$ cat config.mk
export PLATFORM = sky130hd
export DESIGN_NAME = iq_loopback_switch
export DESIGN_NICKNAME = d
export VERILOG_FILES = /design/src/rtl/iq_loopback_pkg.sv /design/src/rtl/iq_delay_line.sv /design/src/rtl/iq_loopback_switch.sv
export SDC_FILE = /design/constraint.sdc
export NUM_CORES = 1
export LEC_CHECK = 0
export CORE_UTILIZATION = 34
export DETAILED_ROUTE_END_ITERATION = 16
export PLACE_DENSITY = 0.61
export SLEW_MARGIN = 10
export SYNTH_ARGS = -nofsm -noshare
export SYNTH_HDL_FRONTEND = slang
export SYNTH_HIERARCHICAL = 1
export SYNTH_SLANG_ARGS = --single-unit
$ cat constraint.sdc
create_clock -name clk_32M768 -period 3.6 [get_ports clk_32M768]
set_input_delay 1.08 -clock clk_32M768 [delete_from_list [all_inputs] [get_ports clk_32M768]]
set_output_delay 1.08 -clock clk_32M768 [all_outputs]
set_load 0.02 [all_outputs]
$ cat src/rtl/iq_loopback_pkg.sv
// iq_loopback_pkg
// Shared definitions for the IQ loopback switch.
// Contents:
//   MODE_*     - cfg_mode encodings (codes 2 and 3 both select the zero stream)
//   sw_state_t - switch FSM state encoding
package iq_loopback_pkg;

    localparam logic [1:0] MODE_ADC  = 2'd0;
    localparam logic [1:0] MODE_LOOP = 2'd1;
    localparam logic [1:0] MODE_ZERO = 2'd2;

    typedef enum logic {
        ST_RUN  = 1'b0,
        ST_MUTE = 1'b1
    } sw_state_t;

endpackage

$ cat src/rtl/iq_delay_line.sv
// iq_delay_line
// Circular buffer of transmit IQ samples with a programmable read tap.
// Ports:
//   clk_32M768, rst_32M768 - clock, async active-high reset (clears pointer and fill only)
//   wr_en, wr_i, wr_q      - DAC sample written on every wr_en
//   rd_delay               - tap distance in samples; 0 bypasses the buffer to the current input
//   rd_i, rd_q             - combinational read of the sample written rd_delay writes earlier,
//                            or 0 when that entry has not been written since reset
module iq_delay_line #(
    parameter int DATA_W    = 12,
    parameter int DELAY_MAX = 64,
    parameter int DLY_W     = $clog2(DELAY_MAX)
) (
    input  logic              clk_32M768,
    input  logic              rst_32M768,
    input  logic              wr_en,
    input  logic [DATA_W-1:0] wr_i,
    input  logic [DATA_W-1:0] wr_q,
    input  logic [DLY_W-1:0]  rd_delay,
    output logic [DATA_W-1:0] rd_i,
    output logic [DATA_W-1:0] rd_q
);

    logic [2*DATA_W-1:0] mem [DELAY_MAX];
    logic [DLY_W-1:0]    wr_ptr;
    logic [DLY_W:0]      fill;
    logic [DLY_W-1:0]    rd_addr;

    // Storage has no reset; the fill counter is what hides stale history.
    always_ff @(posedge clk_32M768) begin
        if (wr_en) begin
            mem[wr_ptr] <= {wr_i, wr_q};
        end
    end

    // fill counts writes since reset (saturating) so a tap can tell whether
    // its entry is real.
    always_ff @(posedge clk_32M768 or posedge rst_32M768) begin
        if (rst_32M768) begin
            wr_ptr <= '0;
            fill   <= '0;
        end else if (wr_en) begin
            wr_ptr <= wr_ptr + 1'b1;
            if (fill != (DLY_W+1)'(DELAY_MAX)) begin
                fill <= fill + 1'b1;
            end
        end
    end

    // wr_ptr is the slot about to be written, so wr_ptr-d holds the sample
    // from d writes ago; it exists once at least d prior writes happened.
    always_comb begin
        rd_addr = wr_ptr - rd_delay;
        rd_i    = '0;
        rd_q    = '0;
        if (rd_delay == '0) begin
            rd_i = wr_i;
            rd_q = wr_q;
        end else if (fill >= {1'b0, rd_delay}) begin
            {rd_i, rd_q} = mem[rd_addr];
        end
    end

endmodule

$ cat src/rtl/iq_loopback_switch.sv
// iq_loopback_switch
// Source selector at the Rx chain input: live ADC, delayed/attenuated DAC
// loopback, or zeros. Any mode/delay change mutes MUTE_LEN output samples.
// Ports:
//   clk_32M768, rst_32M768      - clock, async active-high reset
//   cfg_mode                    - 0 ADC, 1 loopback, 2/3 zero stream
//   cfg_delay                   - loopback delay in DAC samples
//   cfg_atten_shift             - arithmetic right shift on loopback data (unmonitored)
//   dac_valid/dac_i/dac_q       - transmit samples, always written to the delay line
//   adc_valid/adc_i/adc_q       - received samples
//   out_valid/out_i/out_q       - registered selected stream, one cycle latency
//   sw_busy                     - high while muting
module iq_loopback_switch
    import iq_loopback_pkg::*;
#(
    parameter int DATA_W    = 12,
    parameter int DELAY_MAX = 64,
    parameter int MUTE_LEN  = 16,
    parameter int DLY_W     = $clog2(DELAY_MAX)
) (
    input  logic              clk_32M768,
    input  logic              rst_32M768,
    input  logic [1:0]        cfg_mode,
    input  logic [DLY_W-1:0]  cfg_delay,
    input  logic [3:0]        cfg_atten_shift,
    input  logic              dac_valid,
    input  logic [DATA_W-1:0] dac_i,
    input  logic [DATA_W-1:0] dac_q,
    input  logic              adc_valid,
    input  logic [DATA_W-1:0] adc_i,
    input  logic [DATA_W-1:0] adc_q,
    output logic              out_valid,
    output logic [DATA_W-1:0] out_i,
    output logic [DATA_W-1:0] out_q,
    output logic              sw_busy
);

    localparam int CNT_W = $clog2(MUTE_LEN + 1);

    sw_state_t          state;
    logic [CNT_W-1:0]   mute_cnt;
    logic [CNT_W-1:0]   cnt_eff;
    logic [1:0]         mode_q;
    logic [DLY_W-1:0]   delay_q;
    logic               init_q;
    logic               cfg_change;
    logic               muting;
    logic               src_valid;
    logic [DATA_W-1:0]  loop_i;
    logic [DATA_W-1:0]  loop_q;
    logic signed [DATA_W-1:0] atten_i;
    logic signed [DATA_W-1:0] atten_q;
    logic [DATA_W-1:0]  sel_i;
    logic [DATA_W-1:0]  sel_q;

    iq_delay_line #(
        .DATA_W    (DATA_W),
        .DELAY_MAX (DELAY_MAX),
        .DLY_W     (DLY_W)
    ) u_delay_line (
        .clk_32M768 (clk_32M768),
        .rst_32M768 (rst_32M768),
        .wr_en      (dac_valid),
        .wr_i       (dac_i),
        .wr_q       (dac_q),
        .rd_delay   (cfg_delay),
        .rd_i       (loop_i),
        .rd_q       (loop_q)
    );

    // The cfg inputs drive selection directly: outside a change cycle they
    // equal the active regs, and on a change cycle the new config must apply
    // at once. init_q suppresses change detection on the first edge after
    // reset, where the regs are just loaded.
    always_comb begin
        cfg_change = !init_q && ((cfg_mode != mode_q) || (cfg_delay != delay_q));
        muting     = cfg_change || (state == ST_MUTE);
        cnt_eff    = cfg_change ? CNT_W'(MUTE_LEN) : mute_cnt;
        src_valid  = (cfg_mode == MODE_LOOP) ? dac_valid : adc_valid;
        atten_i    = $signed(loop_i) >>> cfg_atten_shift;
        atten_q    = $signed(loop_q) >>> cfg_atten_shift;
        sel_i      = '0;
        sel_q      = '0;
        case (cfg_mode)
            MODE_ADC: begin
                sel_i = adc_i;
                sel_q = adc_q;
            end
            MODE_LOOP: begin
                sel_i = atten_i;
                sel_q = atten_q;
            end
            default: begin
                sel_i = '0;
                sel_q = '0;
            end
        endcase
    end

    // A change reloads the mute count; a valid sample in the same cycle is
    // already the first muted sample, so the later assignments override.
    always_ff @(posedge clk_32M768 or posedge rst_32M768) begin
        if (rst_32M768) begin
            state     <= ST_MUTE;
            mute_cnt  <= CNT_W'(MUTE_LEN);
            mode_q    <= '0;
            delay_q   <= '0;
            init_q    <= 1'b1;
            out_valid <= 1'b0;
            out_i     <= '0;
            out_q     <= '0;
            sw_busy   <= 1'b1;
        end else begin
            init_q    <= 1'b0;
            out_valid <= src_valid;
            if (init_q || cfg_change) begin
                mode_q  <= cfg_mode;
                delay_q <= cfg_delay;
            end
            if (cfg_change) begin
                state    <= ST_MUTE;
                mute_cnt <= CNT_W'(MUTE_LEN);
                sw_busy  <= 1'b1;
            end
            if (src_valid) begin
                if (muting) begin
                    out_i    <= '0;
                    out_q    <= '0;
                    mute_cnt <= cnt_eff - 1'b1;
                    if (cnt_eff == CNT_W'(1)) begin
                        state   <= ST_RUN;
                        sw_busy <= 1'b0;
                    end
                end else begin
                    out_i <= sel_i;
                    out_q <= sel_q;
                end
            end
        end
    end

endmodule

==> out/results.ini <==
[die]
start_util = 0.342
placeableCoreArea_um2 = 186000
die_x_um = 434
die-height_um = 434
die-area_um2 = 189000
io_pins = 90
rows = 158

[synth]
synth_area_per_cell_um2 = 20.9
synthAdderAreaFrac = 0.00347
async_flop_share = 0.0340
syn-instance-count = 3034
synth_top_family_by_area = multiplexers
synthXorXnorAreaFrac = 0.00352
ys.flop_type = edfxtp_1
synth.most_common_cell = edfxtp_1
synth.area.mux_share = 0.184
synth_cell_type_count = 73
syn_nets = 3115
synth-simple-area-share = 0.0278
synth_top_area_frac = 0.726
synthTopCellsByArea = edfxtp_1, mux4_2, mux2i_1, dfrtp_1, nand2_1
synthTopCellsByCount = edfxtp_1, mux4_2, mux2i_1
netlist.top_cell.by_area = edfxtp_1
synth_seq_cells = 1590
synth_compound_area_frac = 0.0179
syn-cell-area_um2 = 63500
synth_edf_count = 1536
synth_warnings = 6
yosysSeqAreaShare = 0.747

[timing]
rsz0062_at_grt = true
hold_violations = 0
relSlewSlack = 0.420
fmax_mhz = 225
slew_violations = 0
fin_ws_ns = -0.846
fin_crit_sh = 1.24
tightest_slew_ns = 0.871
skew_ns = 0.0301
finalSetupViolCount = 24
period_needed_ns = 4.45

[status]
violations = negative setup slack
status = finished, violations left

[final_layout]
drive_above_1_share = 0.366
seqCellArea_um2 = 47500
syn_to_final_growth_pct = 23.5
final_core_utilization = 0.423
nets = 3701
multi_input_area_um2 = 15900
post-route-cell-area_um2 = 78500
nFillCells = 15900

[cts]
cts_tree = yes
cts_inserted_buffers = 163
clkLatencyLatePin_ns = 0.80
cts_root_buf = clkbuf_16
cts_max_path_buffers = 3
cts.sinks = 1590
cts_max_level = 4
cts.clk_slew.worst_paths_ns = 0.06

[worst_setup_path]
critPathLaunchType = input port
crit_family = buffers and inverters
crit_path_cell_trace = buf_2 > buf_6 > fa_4 > buf_12 > buf_12 > buf_12 > buf_12 > buf_6 > mux4_2 > mux2i_1 > mux2i_1 > a32oi_1 > buf_4 > o211ai_1 > buf_4 > mux4_2 > mux2i_1 > o22ai_1 > a22o_1
rrSetupSlack_ns = -0.84
crit_arrival_ns = 5.12
r2r_end = out_q[4]
crit_path_max_incr_delay_ns = 0.86
r2r-start = u_delay_line/wr_ptr[0]
end_kind = register
path_class = input port to register
cp_common_cell = buf_12
slowest_stage = fa_4
ff2ff_path_depth = 19
cp_max_fo = 6
cp.required_ns = 4.28
timing.critical_path.buf_inv = 9

[pwr]
leakagePower_nw = 25.8
ir_drop_mv = 0.617
pwr_density_cell_nw_per_um2 = 919

[job]
max_cap_viol_count = 0

[global_route]
overflow = 0
grt_max_degree = 65
grtUsageTotal = 0.182
grt_first_pass_wirelength_mm = 243
grt_pass1_vias = 33300
antenna_found_initial = 13

[route]
routed_wl_mm = 171
antenna_left = 0
drc = 0
vias = 33100
wire_per_inst_um = 27.5
avgViaCountPerCell = 5.32
drt_pre_antenna_iters = 6
first_iter_violations = 3769

[hold_path]
min_to = out_i[8]
hold_start = out_i[8]
min_path_type = register to register
min_path_cells = 2

[place]
place_congestion = 0.887
placed_area_um2 = 71500
dp_hpwl_mm = 104
portBuffers = 89

[placed cells by master, fill, tap and decap left out, drive strengths merged, types with 61 or more instances in the layout]
cell type	n
buf	539
nand3	68
edfxtp	1536
nor2	98
mux2i	252
clkinv	68
nand2	150
clkdlybuf4s50	61
clkbuf	198
mux4	404
[worst max-delay path by stage]
| stage | startpoint | to | cells after the start |
|---|---|---|---|
| after global placement | cfg_delay[0] | out_q[2] | 17 |
| after detailed placement | cfg_delay[0] | out_q[2] | 17 |
| final | cfg_delay[1] | out_q[4] | 19 |
| after floorplan | cfg_delay[0] | out_i[4] | 13 |
| after global routing | u_delay_line/wr_ptr[0] | out_q[4] | 19 |
| after CTS | cfg_delay[0] | out_q[3] | 19 |
[cells by family after synthesis]
family / count (synthesis)
AOI/OAI and AO/OA: 148
buffers and inverters: 203
and+or+nand+nor: 389
DFF: 1590
other: 1
xor gates and xnor gates: 23
muxes: 663
adders and majority gates: 17
[flip-flops by register name, indices dropped and copies added (netlist names)]
| signal | cells |
|---|---|
| out_q | 12 |
| mute_cnt | 5 |
| u_delay_line/wr_ptr | 6 |
| state | 1 |
| init_q | 1 |
| mode_q | 2 |
| out_valid | 1 |
| sw_busy | 1 |
| out_i | 12 |
| delay_q | 6 |
| u_delay_line/mem | 1536 |
| u_delay_line/fill | 7 |
[stage by stage]
stage / setup slack [ns] / TNS, ns / cells / power, mW / hold slack (ns)
global placement: -2.54 / -50.35 / 5862 / 51.2 / 0.467
CTS: -0.815 / -15.50 / 6219 / 71.7 / 0.479
finish: -0.846 / -16.33 / 6232 / 72.1 / 0.476
detailed placement: -2.58 / -51.20 / 5862 / 51.4 / 0.466
floorplan: -0.506 / -7.54 / 3034 / 38.3 / 0.464
global route: -0.946 / -18.93 / 6230 / 74.7 / 0.502
[power breakdown]
| group | total (mW) | switching, mW | internal, mW |
|---|---|---|---|
| registers | 21.1 | 0.159 | 21.0 |
| logic | 34.3 | 17.5 | 16.8 |
| clock network | 16.6 | 7.13 | 9.51 |
[what timing repair did]
action | in CTS | in global routing
hold buffers | 0 | 0
setup endpoints to repair | 24 | 24
gates resized for setup | 156 | 48
buffers inserted | 54 | 14
cloned | 11 | 1
pin swaps | 37 | 28
[worst register-to-register path: cells and delay by family, from the launching register on]
kind / cells / cell delay [ns]
mux: 5 / 1.15
flops: 1 / 0.36
compound gates: 4 / 0.75
fa+ha+maj: 2 / 0.95
buf+inv: 8 / 1.10
[metal layers]
metal	track usage	vias to the layer above	wire length, um
met5	0	-	8
met4	0.0649	2	5960
met3	0.0377	271	13700
met2	0.280	1401	79500
met1	0.255	17600	72100
li1	-	13800	-
[final cells by class]
cell class | instances | share of cell area
clock buffer | 197 | 0.0539
multi-input combinational | 1241 | 0.203
antenna | 2 | 0.0000637
clock inverter | 98 | 0.0130
sequential | 1590 | 0.605
timing repair buffer | 603 | 0.0850
inverter | 21 | 0.00100
tap | 2480 | 0.0395
(Power assumes the default switching activity.)
